<file path="src/rtl/regfile_pkg.sv">
// Shared types and constants for the register-file writeback arbiter.
// wb_cmd_t is the registered write command driven into the register file's write port.
package regfile_pkg;

    localparam int XLEN          = 32;
    localparam int REG_ADDR_W    = 5;
    localparam int NUM_ARCH_REGS = 32;

    typedef logic [REG_ADDR_W-1:0] reg_idx_t;

    typedef struct packed {
        logic            we;
        reg_idx_t        rd;
        logic [XLEN-1:0] data;
    } wb_cmd_t;

    // Decoded one-hot mask for a register index, used for scoreboard set/clear.
    function automatic logic [NUM_ARCH_REGS-1:0] reg_mask(input reg_idx_t idx, input logic en);
        logic [NUM_ARCH_REGS-1:0] m;
        m = NUM_ARCH_REGS'(1) << idx;
        return en ? m : {NUM_ARCH_REGS{1'b0}};
    endfunction

endpackage

</file>
<file path="src/rtl/rr_arbiter.sv">
// Round-robin arbiter with one-hot grant; owns the priority pointer.
// The pointer moves to the granted index only on a cycle where a grant is issued.
module rr_arbiter #(
    parameter int N = 3
) (
    input  logic         clk,
    input  logic         rst,
    input  logic [N-1:0] req,
    input  logic         hold,
    output logic [N-1:0] gnt
);

    localparam int PW = (N > 1) ? $clog2(N) : 1;

    logic [PW-1:0] ptr_r;
    logic [PW-1:0] gnt_idx_s;
    logic [N-1:0]  gnt_s;
    logic          found_s;
    int            idx_s;

    // Search from ptr+1 with wrap; first valid requester wins.
    always_comb begin
        gnt_s     = {N{1'b0}};
        gnt_idx_s = ptr_r;
        found_s   = 1'b0;
        idx_s     = 0;
        if (!rst && !hold) begin
            for (int k = 1; k <= N; k++) begin
                idx_s = (int'(ptr_r) + k) % N;
                if (!found_s && req[idx_s]) begin
                    found_s        = 1'b1;
                    gnt_s[idx_s]   = 1'b1;
                    gnt_idx_s      = PW'(idx_s);
                end else begin
                    found_s = found_s;
                end
            end
        end else begin
            gnt_s = {N{1'b0}};
        end
    end

    // Priority pointer; reset value makes requester 0 first.
    always_ff @(posedge clk or posedge rst) begin
        if (rst) begin
            ptr_r <= PW'(N - 1);
        end else if (found_s) begin
            ptr_r <= gnt_idx_s;
        end else begin
            ptr_r <= ptr_r;
        end
    end

    assign gnt = gnt_s;

endmodule

</file>
<file path="src/rtl/regfile_wb_arbiter.sv">
// Register-file writeback arbiter: round-robin grant, registered write port, optional
// pending-write scoreboard enabled by macro REGFILE_WB_SCOREBOARD_EN.
module regfile_wb_arbiter #(
    parameter int NUM_REQ    = 3,
    parameter int XLEN       = regfile_pkg::XLEN,
    parameter int REG_ADDR_W = regfile_pkg::REG_ADDR_W
) (
    input  logic                          clk,
    input  logic                          rst,
    input  logic [NUM_REQ-1:0]            req_valid,
    input  logic [NUM_REQ*REG_ADDR_W-1:0] req_rd,
    input  logic [NUM_REQ*XLEN-1:0]       req_data,
    output logic [NUM_REQ-1:0]            req_ready,
    input  logic                          hold,
    output logic                          rf_we,
    output logic [REG_ADDR_W-1:0]         rf_rd,
    output logic [XLEN-1:0]               rf_data
`ifdef REGFILE_WB_SCOREBOARD_EN
    ,
    input  logic                          sb_set_valid,
    input  logic [REG_ADDR_W-1:0]         sb_set_rd,
    input  logic                          sb_flush,
    input  logic [REG_ADDR_W-1:0]         rs1,
    input  logic [REG_ADDR_W-1:0]         rs2,
    output logic                          rs1_busy,
    output logic                          rs2_busy
`endif
);

    import regfile_pkg::*;

    logic [NUM_REQ-1:0]    gnt_s;
    logic                  hs_s;
    logic [REG_ADDR_W-1:0] sel_rd_s;
    logic [XLEN-1:0]       sel_data_s;
    wb_cmd_t               cmd_r;

    rr_arbiter #(
        .N (NUM_REQ)
    ) u_rr (
        .clk  (clk),
        .rst  (rst),
        .req  (req_valid),
        .hold (hold),
        .gnt  (gnt_s)
    );

    assign req_ready = gnt_s;
    assign hs_s      = |gnt_s;

    // AND-OR mux keyed by the one-hot grant.
    always_comb begin
        sel_rd_s   = {REG_ADDR_W{1'b0}};
        sel_data_s = {XLEN{1'b0}};
        for (int i = 0; i < NUM_REQ; i++) begin
            sel_rd_s   = sel_rd_s   | (req_rd[i*REG_ADDR_W +: REG_ADDR_W] & {REG_ADDR_W{gnt_s[i]}});
            sel_data_s = sel_data_s | (req_data[i*XLEN +: XLEN] & {XLEN{gnt_s[i]}});
        end
    end

    // Output write register; an x0 handshake is consumed without writing.
    always_ff @(posedge clk or posedge rst) begin
        if (rst) begin
            cmd_r <= '0;
        end else if (hs_s && (sel_rd_s != {REG_ADDR_W{1'b0}})) begin
            cmd_r.we   <= 1'b1;
            cmd_r.rd   <= sel_rd_s;
            cmd_r.data <= sel_data_s;
        end else begin
            cmd_r.we   <= 1'b0;
        end
    end

    assign rf_we   = cmd_r.we;
    assign rf_rd   = cmd_r.rd;
    assign rf_data = cmd_r.data;

`ifdef REGFILE_WB_SCOREBOARD_EN
    logic [NUM_ARCH_REGS-1:0] busy_r;
    logic [NUM_ARCH_REGS-1:0] busy_nxt_s;
    logic [NUM_ARCH_REGS-1:0] set_mask_s;
    logic [NUM_ARCH_REGS-1:0] clr_mask_s;

    // Set beats clear for the same rd; flush beats both; bit 0 never sets.
    always_comb begin
        set_mask_s = reg_mask(sb_set_rd, sb_set_valid && (sb_set_rd != {REG_ADDR_W{1'b0}}));
        clr_mask_s = reg_mask(cmd_r.rd, cmd_r.we);
        busy_nxt_s = sb_flush ? {NUM_ARCH_REGS{1'b0}}
                              : (((busy_r & ~clr_mask_s) | set_mask_s) & ~NUM_ARCH_REGS'(1));
    end

    // Busy vector register.
    always_ff @(posedge clk or posedge rst) begin
        if (rst) begin
            busy_r <= {NUM_ARCH_REGS{1'b0}};
        end else begin
            busy_r <= busy_nxt_s;
        end
    end

    assign rs1_busy = busy_r[rs1];
    assign rs2_busy = busy_r[rs2];
`endif

endmodule

</file>
<file path="config.mk">
export PLATFORM = sky130hd
export DESIGN_NAME = regfile_wb_arbiter
export DESIGN_NICKNAME = d
export VERILOG_FILES = /design/src/rtl/regfile_pkg.sv /design/src/rtl/rr_arbiter.sv /design/src/rtl/regfile_wb_arbiter.sv
export SDC_FILE = /design/constraint.sdc
export NUM_CORES = 1
export LEC_CHECK = 0
export ABC_CLOCK_PERIOD_IN_PS = 4630
export CAP_MARGIN = 20
export CORE_ASPECT_RATIO = 1.1
export CORE_MARGIN = 3
export CORE_UTILIZATION = 35
export CTS_CLUSTER_DIAMETER = 150
export CTS_CLUSTER_SIZE = 30
export DETAILED_ROUTE_END_ITERATION = 6
export PLACE_DENSITY = 0.77
export SYNTH_ARGS = -nofsm -noshare
export SYNTH_HDL_FRONTEND = slang
export SYNTH_SLANG_ARGS = --single-unit
</file>
<file path="constraint.sdc">
create_clock -name clk -period 4.63 [get_ports clk]
set_input_delay 0.463 -clock clk [delete_from_list [all_inputs] [get_ports clk]]
set_output_delay 0.463 -clock clk [all_outputs]
set_load 0.01 [all_outputs]
</file>
Yosys cells after proc, flatten, opt, wreduce, memory -nomap -nowiden
Index checks and enable logic that the tools add are counted.
{"block": "totals", "reg_bits": 40, "latchBits": 0, "mem_bits_rw": 0, "romBits": 0, "in_bits": 117, "out_inout_bits": 41, "wordCells": 74, "mem_count": 0}
{"block": "classes", "addsub": 3, "mul": 0, "div_mod_pow": 3, "order_cmp": 6, "eq_ne": 0, "n_shift": 0, "muxes": 31, "bitwise": 12, "n_reduce_logical": 15}
{"op": "$and A32 B32 Y32", "count": 3}
{"op": "$ge A32 B1 Y1 const B", "count": 3}
{"op": "$lt A32 B4 Y1 const B", "count": 3}
{"op": "$mod A32 B3 Y32 const B", "count": 3}
{"op": "$or A32 B32 Y32", "count": 2}
{"op": "$mux W3", "count": 6}
{"op": "$mux W1", "count": 16}
{"op": "$and A5 B5 Y5", "count": 3}
{"op": "$or A5 B5 Y5", "count": 2}
{"op": "$logic_and A1 B1 Y1", "count": 7}
{"op": "$add A2 B2 Y3 const B", "count": 2}
{"op": "$bmux W1 S2", "count": 3}
{"op": "$demux W1 S2", "count": 3}
{"op": "$mux W2", "count": 3}
{"op": "$or A3 B3 Y3", "count": 2}
{"op": "$reduce_bool A5 Y1", "count": 1}
{"op": "$logic_not A1 Y1", "count": 4}
{"op": "$add A2 B1 Y3 const B", "count": 1}
{"op": "$reduce_and A3 Y1", "count": 1}
{"op": "$reduce_bool A3 Y1", "count": 1}
{"op": "$reduce_or A3 Y1", "count": 1}

Logic depth before layout (Yosys ltp)
{"block": "depth", "ltp_word": 21, "mapped_depth": 12, "depth_no_buf": 9}

By module
Synthesis repeated with hierarchy kept, for this count alone.
{"block": "hier_totals", "hier_cells": 224, "hier_area_um2": 2396.0}
{"module": "regfile_wb_arbiter", "n_inst": 1, "cells_per_inst": 166, "area_per_inst_um2": 1948.1, "seq_area_each_um2": 950.9}
{"module": "rr_arbiter", "n_inst": 1, "cells_per_inst": 58, "area_per_inst_um2": 447.9, "seq_area_each_um2": 51.3}

Worst setup path before layout
No wires, ideal clock.
{"block": "synth_path", "path_kind": "flip-flop to output port", "start": "reg u_rr.ptr_r[1]", "end": "out req_ready[0]", "arrival_ns": 2.138, "required_ns": 4.167, "slack_ns": 2.029, "path_stages_with_launch": 8, "path_buffers": 3, "cell_sequence": "dfstp_2 ha_1 buf_2 mux2i_1 or4_1 a21oi_2 buf_4 buf_2"}
{"block": "synth_between", "elab_chain_len": 15, "elab_cells_between_ends": 46, "classes_between": "add/sub (3); div (3); order compare (6); mux (25); bitwise (2); reduce/logical (7)"}
{"element": "from (decl)", "line": "rr_arbiter.sv:15", "text": "logic [PW-1:0] ptr_r;"}
{"element": "from (signal assigned)", "line": "rr_arbiter.sv:46", "text": "ptr_r <= PW'(N - 1);"}
{"element": "from (signal assigned)", "line": "rr_arbiter.sv:48", "text": "ptr_r <= gnt_idx_s;"}
{"element": "from (signal assigned)", "line": "rr_arbiter.sv:50", "text": "ptr_r <= ptr_r;"}
{"element": "parallel branches: the longest is 13 deep, another holds $mod A32 B3 Y32"}
{"element": "$mux W3 (*)", "line": "rr_arbiter.sv:30", "text": "if (!found_s && req[idx_s]) begin"}
{"element": "$mux W3 (*)", "line": "rr_arbiter.sv:27", "text": "if (!rst && !hold) begin"}
{"element": "to (decl)", "line": "regfile_wb_arbiter.sv:13", "text": "output logic [NUM_REQ-1:0] req_ready,"}
Every way passes the cells marked *. The select of a mux whose other input is x is not followed.

Final worst setup path
{"block": "layout_path", "start": "reg u_rr.ptr_r[1]", "end": "out req_ready[2]"}
The elaborated chain is that of the path after synthesis.

==> out/metrics.cfg <==
[run_status]
status=finished with violations
violations=DRC

[drt]
ant_nets=0
num_vias=2592
drc=3
wl_um=8430
routedWlPerCell_um=17.7
vias_per_cell=5.45
first_pass_iters=7
drtIter0Drc=184

[power_and_ir_drop]
p_clk_share_pct=17.0
power_frac_comb_pct=56.2
power.internal_mw=1.11
power.density_nw_per_um2=419
seq_power_share_pct=26.8
swShare_pct=37.3
vdd_drop_max_v=0.000253
power_leakage_nw=1.69
switching_power_uw=660

[clock_tree]
clock_path_buffers=2
cts_resized=0
root_buffer=clkbuf_8
clkTransAtPathRegs_ns=0.07
htree_levels=2
clk_latency_ns=0.29
cts_tree=built
clock_sinks=40
cts_hold_buffers=0
cts_buffers=5
post-cts-setup-buffers=0

[sta]
layout_setup_ws_ns=0.855
fin_crit_sh_pct=81.5
worstMarginPinSlew_ns=0.659
fmaxAchievable_ghz=0.265
final_hold_viol_count=0
setup_viol=0
slew_viol_final=0
rsz0062_at_grt=no
tns_ns=0
relSlewSlack_pct=55.9
skew_ns=0.00871
fin_crit_ns=3.77

[worst_setup_path]
worst-path-max-fanout=22
crit_buf_inv=1
setup.worst_path.start_class=register
r2r_start=u_rr.ptr_r[1]$_DFFE_PP1P_
crit_arrival_ns=3.31
crit_slowest_cell=clkdlybuf4s50_1
critPathKind=reg -> out
reg2regPathDepth=9
cp-end-kind=output pin
required_ns=4.17
startpoint=u_rr.ptr_r[1]$_DFFE_PP1P_
cp_top_family=compound AO/OA/AOI/OAI gates
max_stage_delay_ns=0.67
r2r-end=rf_data[19]$_DFFE_PP0P_
crit_path_end=req_ready[2]
cp.depth=6
r2r_slack_ns=1.20
crit_path_cell_trace=ha_1 > nand2_1 > a211oi_4 > o211ai_2 > a21oi_4 > clkdlybuf4s50_1

[global_route]
grt_pass1_vias=2582
busiest_layer=met2
gr-total-overflow=0
use_met3_pct=4.71
grt_usage_pct=19.6
grt_max_degree=41
met1_usage_pct=24.1
use_met2_pct=34.2
grt_antenna_before_repair=0
grt_pass1_wl_um=12700

[layout]
diodes=0
fin_nets=514
syn_to_final_growth_pct=67.6
final_common_cell=clkdlybuf4s50_1
final_cell_mix=clkdlybuf4s50_1, inv_1, dfrtp_1
multi_input_area_um2=1200
drive_gt1_share_pct=5.84
n_fill_cell=569
final_cells=476
regArea_um2=1000

[yosys]
yosysSeqAreaShare_pct=39.8
syn_area_per_cell_um2=10.4
synth_cells=242
synth.net_count=363
yosys_warnings=0
postSynthRegisterBits=40
yosysUniqueCellTypes=41
synth_area_um2=2520

[place]
dp.cells=468
pre_cts_slack_ns=1.12
dpl.hpwl_um=6540
place.gp.congestion=0.840
io_buffers=157

[run]
cap_violations=0

[floorplanning]
fp.dieH_um=95.0
fp.coreArea_um2=6790
initial_utilization_pct=37.1
die-area_um2=8250
dieWidth_um=86.9
rows=31
io_pins=158

[min_path]
hp-class=reg -> reg

per-layer routing:
| metal | share of wire [%] | wire (um) |
|---|---|---|
| met5 | 0 | 0 |
| met4 | 1.0 | 86 |
| met3 | 9.7 | 817 |
| met2 | 50 | 4180 |
| met1 | 40 | 3340 |
area by class of cell:
cell class	count	share of cell area [%]
repair buffers	163	38.6
multi-input cells	139	28.5
flip-flops and latches	40	23.7
inverters	44	3.91
well taps	82	2.43
clock buffers	6	1.96
clock inverters	2	0.919
cell usage after synthesis:
cell,instances,area (um^2)
a21oi_4,1,16.3
inv_1,44,165
a21oi_1,6,30.0
a22oi_1,4,30.0
nand2_1,10,37.5
nand3b_1,1,7.51
a222oi_1,32,320
dfstp_2,1,26.3
or2_1,2,12.5
nor2b_1,1,6.26
mux2i_1,35,350
o32a_1,1,10.0
a21oi_2,2,17.5
o221ai_1,3,26.3
a22oi_2,2,25.0
dfrtp_1,39,976
a32oi_1,1,8.76
o2111a_1,1,11.3
nand2b_1,5,31.3
buf_4,1,7.51
and3_1,1,6.26
nand3_1,1,5.00
buf_6,1,11.3
buf_2,8,40.0
o211ai_1,3,22.5
nand4_2,1,12.5
buf_12,4,80.1
o2111ai_1,1,8.76
o21ai_1,7,35.0
or4_1,2,15.0
o211ai_2,1,12.5
ha_1,4,50.1
clkbuf_1,4,15.0
nand4_1,1,6.26
buf_1,1,3.75
a21o_1,2,15.0
a211oi_4,1,20.0
a22o_1,2,17.5
o21ai_0,1,5.00
nor2_1,3,11.3
o211a_1,1,10.0
per-stage QoR:
step | total power, mW | util, % | area [um^2] | hold WS, ns
after global placement | 1.45 | 60.4 | 4100 | 0.504
after floorplan | 1.18 | - | 2520 | 0.506
after detailed placement | 1.47 | 60.4 | 4100 | 0.508
after CTS | 1.78 | 62.2 | 4220 | 0.524
final | 1.77 | 62.2 | 4220 | 0.522
after global routing | 1.88 | 62.2 | 4220 | 0.536
kinds of logic after synthesis:
| family | Yosys count | share of synthesized area, % |
|---|---|---|
| AOI/OAI and AO/OA | 72 | 25.5 |
| buffers and inverters | 63 | 12.8 |
| DFF | 40 | 39.8 |
| muxes | 35 | 13.9 |
| and+or+nand+nor | 28 | 6.01 |
| adders and majority gates | 4 | 1.99 |
sequential cells by signal, summed over array words and instances, names as in the netlist:
register and count:
rf_data 32, rf_rd 5, u_rr.ptr_r 2, rf_we 1
worst min path at each step:
stage                                   start                         to  slack, ns  cells past startpoint
floorplan           u_rr.ptr_r[0]$_DFFE_PP0P_  u_rr.ptr_r[0]$_DFFE_PP0P_       0.51                      1
global placement       rf_data[2]$_DFFE_PP0P_     rf_data[2]$_DFFE_PP0P_       0.50                      2
detailed placement     rf_data[2]$_DFFE_PP0P_     rf_data[2]$_DFFE_PP0P_       0.51                      2
CTS                   rf_data[27]$_DFFE_PP0P_    rf_data[27]$_DFFE_PP0P_       0.52                      2
global route           rf_data[4]$_DFFE_PP0P_     rf_data[4]$_DFFE_PP0P_       0.54                      2
finish                 rf_data[5]$_DFFE_PP0P_     rf_data[5]$_DFFE_PP0P_       0.52                      2
worst register-to-register path, cell delays in order, from the launching register on:
cell,delay [ns]
dfstp_2,0.56
ha_1,0.43
nand2_1,0.19
a211oi_4,0.42
o211ai_2,0.17
a21oi_4,0.59
a22oi_2,0.21
nand4_2,0.27
buf_12,0.28
mux2i_1,0.24
power groups by stage:
stage / clock, mW / sequential [mW] / combinational (mW)
after floorplan: 0 / 0.510 / 0.670
after global placement: 0 / 0.478 / 0.974
after detailed placement: 0 / 0.480 / 0.993
after CTS: 0.310 / 0.475 / 0.998
after global routing: 0.323 / 0.485 / 1.07
final: 0.301 / 0.475 / 0.995
Note: power is estimated with default switching activity, not from simulation.
==> variant (same flow settings) <==
Add a define of `REGFILE_WB_SCOREBOARD_EN`.
--- a/src/rtl/regfile_wb_arbiter.sv
+++ b/src/rtl/regfile_wb_arbiter.sv
@@ -2,2 +2,4 @@
 // pending-write scoreboard enabled by macro REGFILE_WB_SCOREBOARD_EN.
+`define REGFILE_WB_SCOREBOARD_EN
+
 module regfile_wb_arbiter #(
Ports: changed (7 added); port bits go from 158 to 177. No check against the original RTL was run, so the function may have changed too.
==> variant against the unedited design <==
- the flow still finishes with violations (design-rule violations)
- total power increased by 44%
- first-iteration DRC count grew 93%
- largest power group unchanged
- die area up 64%
- area after synthesis up 69%
- sequential share of layout area grew 4.0 points
- count of clock-buffer cells in the layout increased by 9
- via count grew 64%
- synthesized cell count rose by 70%
- critical endpoint is now req_ready[1]
- global-route usage up 0.29 points
- sequential cell count up 31
- cell area up 52%
- utilization fell by 7.4 points
- wire length is 63% higher
- largest cell class is now multi-input gates
- setup slack worse by 0.24 ns
==> variant: results (changes against the unedited design) <==
[min_path]
min_to = rf_data[30]
min-delay-start = rf_data[30]

[placement]
placed_cell_area_mm2 = 0.006081  ; +48%
gp_congestion = 0.9326  ; +11%
port_buffers = 176  ; +12%
dp_hpwl_um = 10570  ; +62%

[cts]
postCtsSetupBuffers = 0  ; unchanged
clk_latency_ns = 0.32  ; +0.03 ns
clk_pin_slew_worst_paths_ns = 0.05  ; -0.02 ns
cts_max_path_buffers = 2  ; unchanged
cts-htree-levels = 3  ; +1
cts_buffers = 9  ; +4
cts-root-buf = clkbuf_16
cts_resized = 0  ; unchanged

[cells_and_area]
n_antenna_cell = 0  ; unchanged
nNetsFinal = 718  ; +40%
nFillCells = 1026  ; +80%
drive_gt1_share_pct = 9.060  ; +3.2 points

[worst_setup_path]
ff2ff_setup_slack_ns = 1.08  ; -0.12 ns
r2r-start = u_rr.ptr_r[0]
arrival_ns = 3.55  ; +0.24 ns
r2r_end = rf_data[22]
critPathMaxFanout = 34  ; +55%
r2r_cells = 11  ; +2

[synth]
netlist_top_cells_area = dfrtp_1, mux4_2, a222oi_1
yosysSeqAreaShare_pct = 41.79  ; +2.0 points
netlist_top_cells_count = dfrtp_1, nand2_1, inv_1, a222oi_1, o21ai_0
synthArstFlopShare_pct = 100.0  ; unchanged
postSynthNetCount = 550  ; +52%
yosysUniqueCellTypes = 43  ; +4.9%

[run_status]
violations = design-rule violations
status = complete, but fails checks

[route]
wire_per_inst_um = 18.71  ; +5.7%
drtIter0Drc = 356  ; +93%
drc_errors = 2  ; -1
vias_per_cell = 5.782  ; +6.2%

[grt]
antenna_found_initial = 0  ; unchanged
grt_max_degree = 47  ; +15%
grt_pass1_wl_um = 21800  ; +72%
grt_pass1_vias = 4326  ; +68%
track_usage_pct = 19.89  ; +0.29 points

[sta]
skew_ns = 0.005824  ; -0.002887 ns
max-slew-margin-rel_pct = 59.37  ; +3.4 points

[power_and_ir_drop]
p_leak_nw = 2.553  ; +51%
ir_worst_vdd_mv = 0.2529  ; +0.14%

## variant: worst max-delay path, stage by stage (launching register included)
cell	delay (ns)
dfrtp_1	0.39
inv_1	0.08
ha_1	0.40
mux2_4	0.33
a222oi_1	0.54
nand3b_1	0.22
a21oi_4	0.27
buf_4	0.38
clkdlybuf4s50_1	0.61
## variant: power by group
part / switching, mW / internal (mW)
sequential: 0.0961 / 0.715
clock: 0.246 / 0.406
combinational: 0.554 / 0.540
total: 0.896 / 1.66
## variant: worst max path at each step
stage	slack (ns)	start	cells past startpoint	to
floorplan	1.74	u_rr.ptr_r[1]	7	req_ready[2]
global placement	0.99	req_valid[1]	7	req_ready[1]
detailed placement	0.94	req_valid[1]	7	req_ready[1]
CTS	0.65	u_rr.ptr_r[0]	8	req_ready[1]
global route	0.34	u_rr.ptr_r[0]	8	req_ready[1]
finish	0.61	u_rr.ptr_r[0]	8	req_ready[1]
## variant: layout make-up
class | count | area, um2 | area share [%]
clock inverters | 1 | 5.005 | 0.07806
flip-flops and latches | 71 | 1778 | 27.73
clock buffers | 15 | 277.8 | 4.333
repair buffers | 183 | 1847 | 28.81
inverters | 42 | 157.7 | 2.459
multi-input cells | 273 | 2158 | 33.67
well taps | 150 | 187.7 | 2.927
## variant: stage by stage
step | setup slack, ns | cells | hold slack [ns] | power, mW | utilization (%)
after global placement | 0.9876 | 717 | 0.5037 | 1.880 | 51.99
after global routing | 0.3377 | 735 | 0.5265 | 2.707 | 54.81
after CTS | 0.6496 | 733 | 0.5225 | 2.565 | 54.41
final | 0.6137 | 735 | 0.5154 | 2.558 | 54.81
after detailed placement | 0.9441 | 717 | 0.5114 | 1.904 | 51.99
after floorplan | 1.737 | 412 | 0.5064 | 1.529 | -
## variant: logic make-up after synthesis
family / count (synthesis) / share of synthesized area (%)
AOI/OAI and AO/OA: 124 / 19.97
and+or+nand+nor: 88 / 9.912
DFF: 71 / 41.79
buffers and inverters: 68 / 8.176
muxes: 57 / 18.97
adders and majority gates: 4 / 1.177
## variant: metal layers
layer	track usage [%]	share of wire, %	up-vias	wire length, um
li1	-	-	1898	-
met1	24.20	39	2078	5324
met2	33.31	49	239	6735
met3	5.961	9.4	35	1292
met4	8.061	2.9	0	401
met5	0	0	-	0
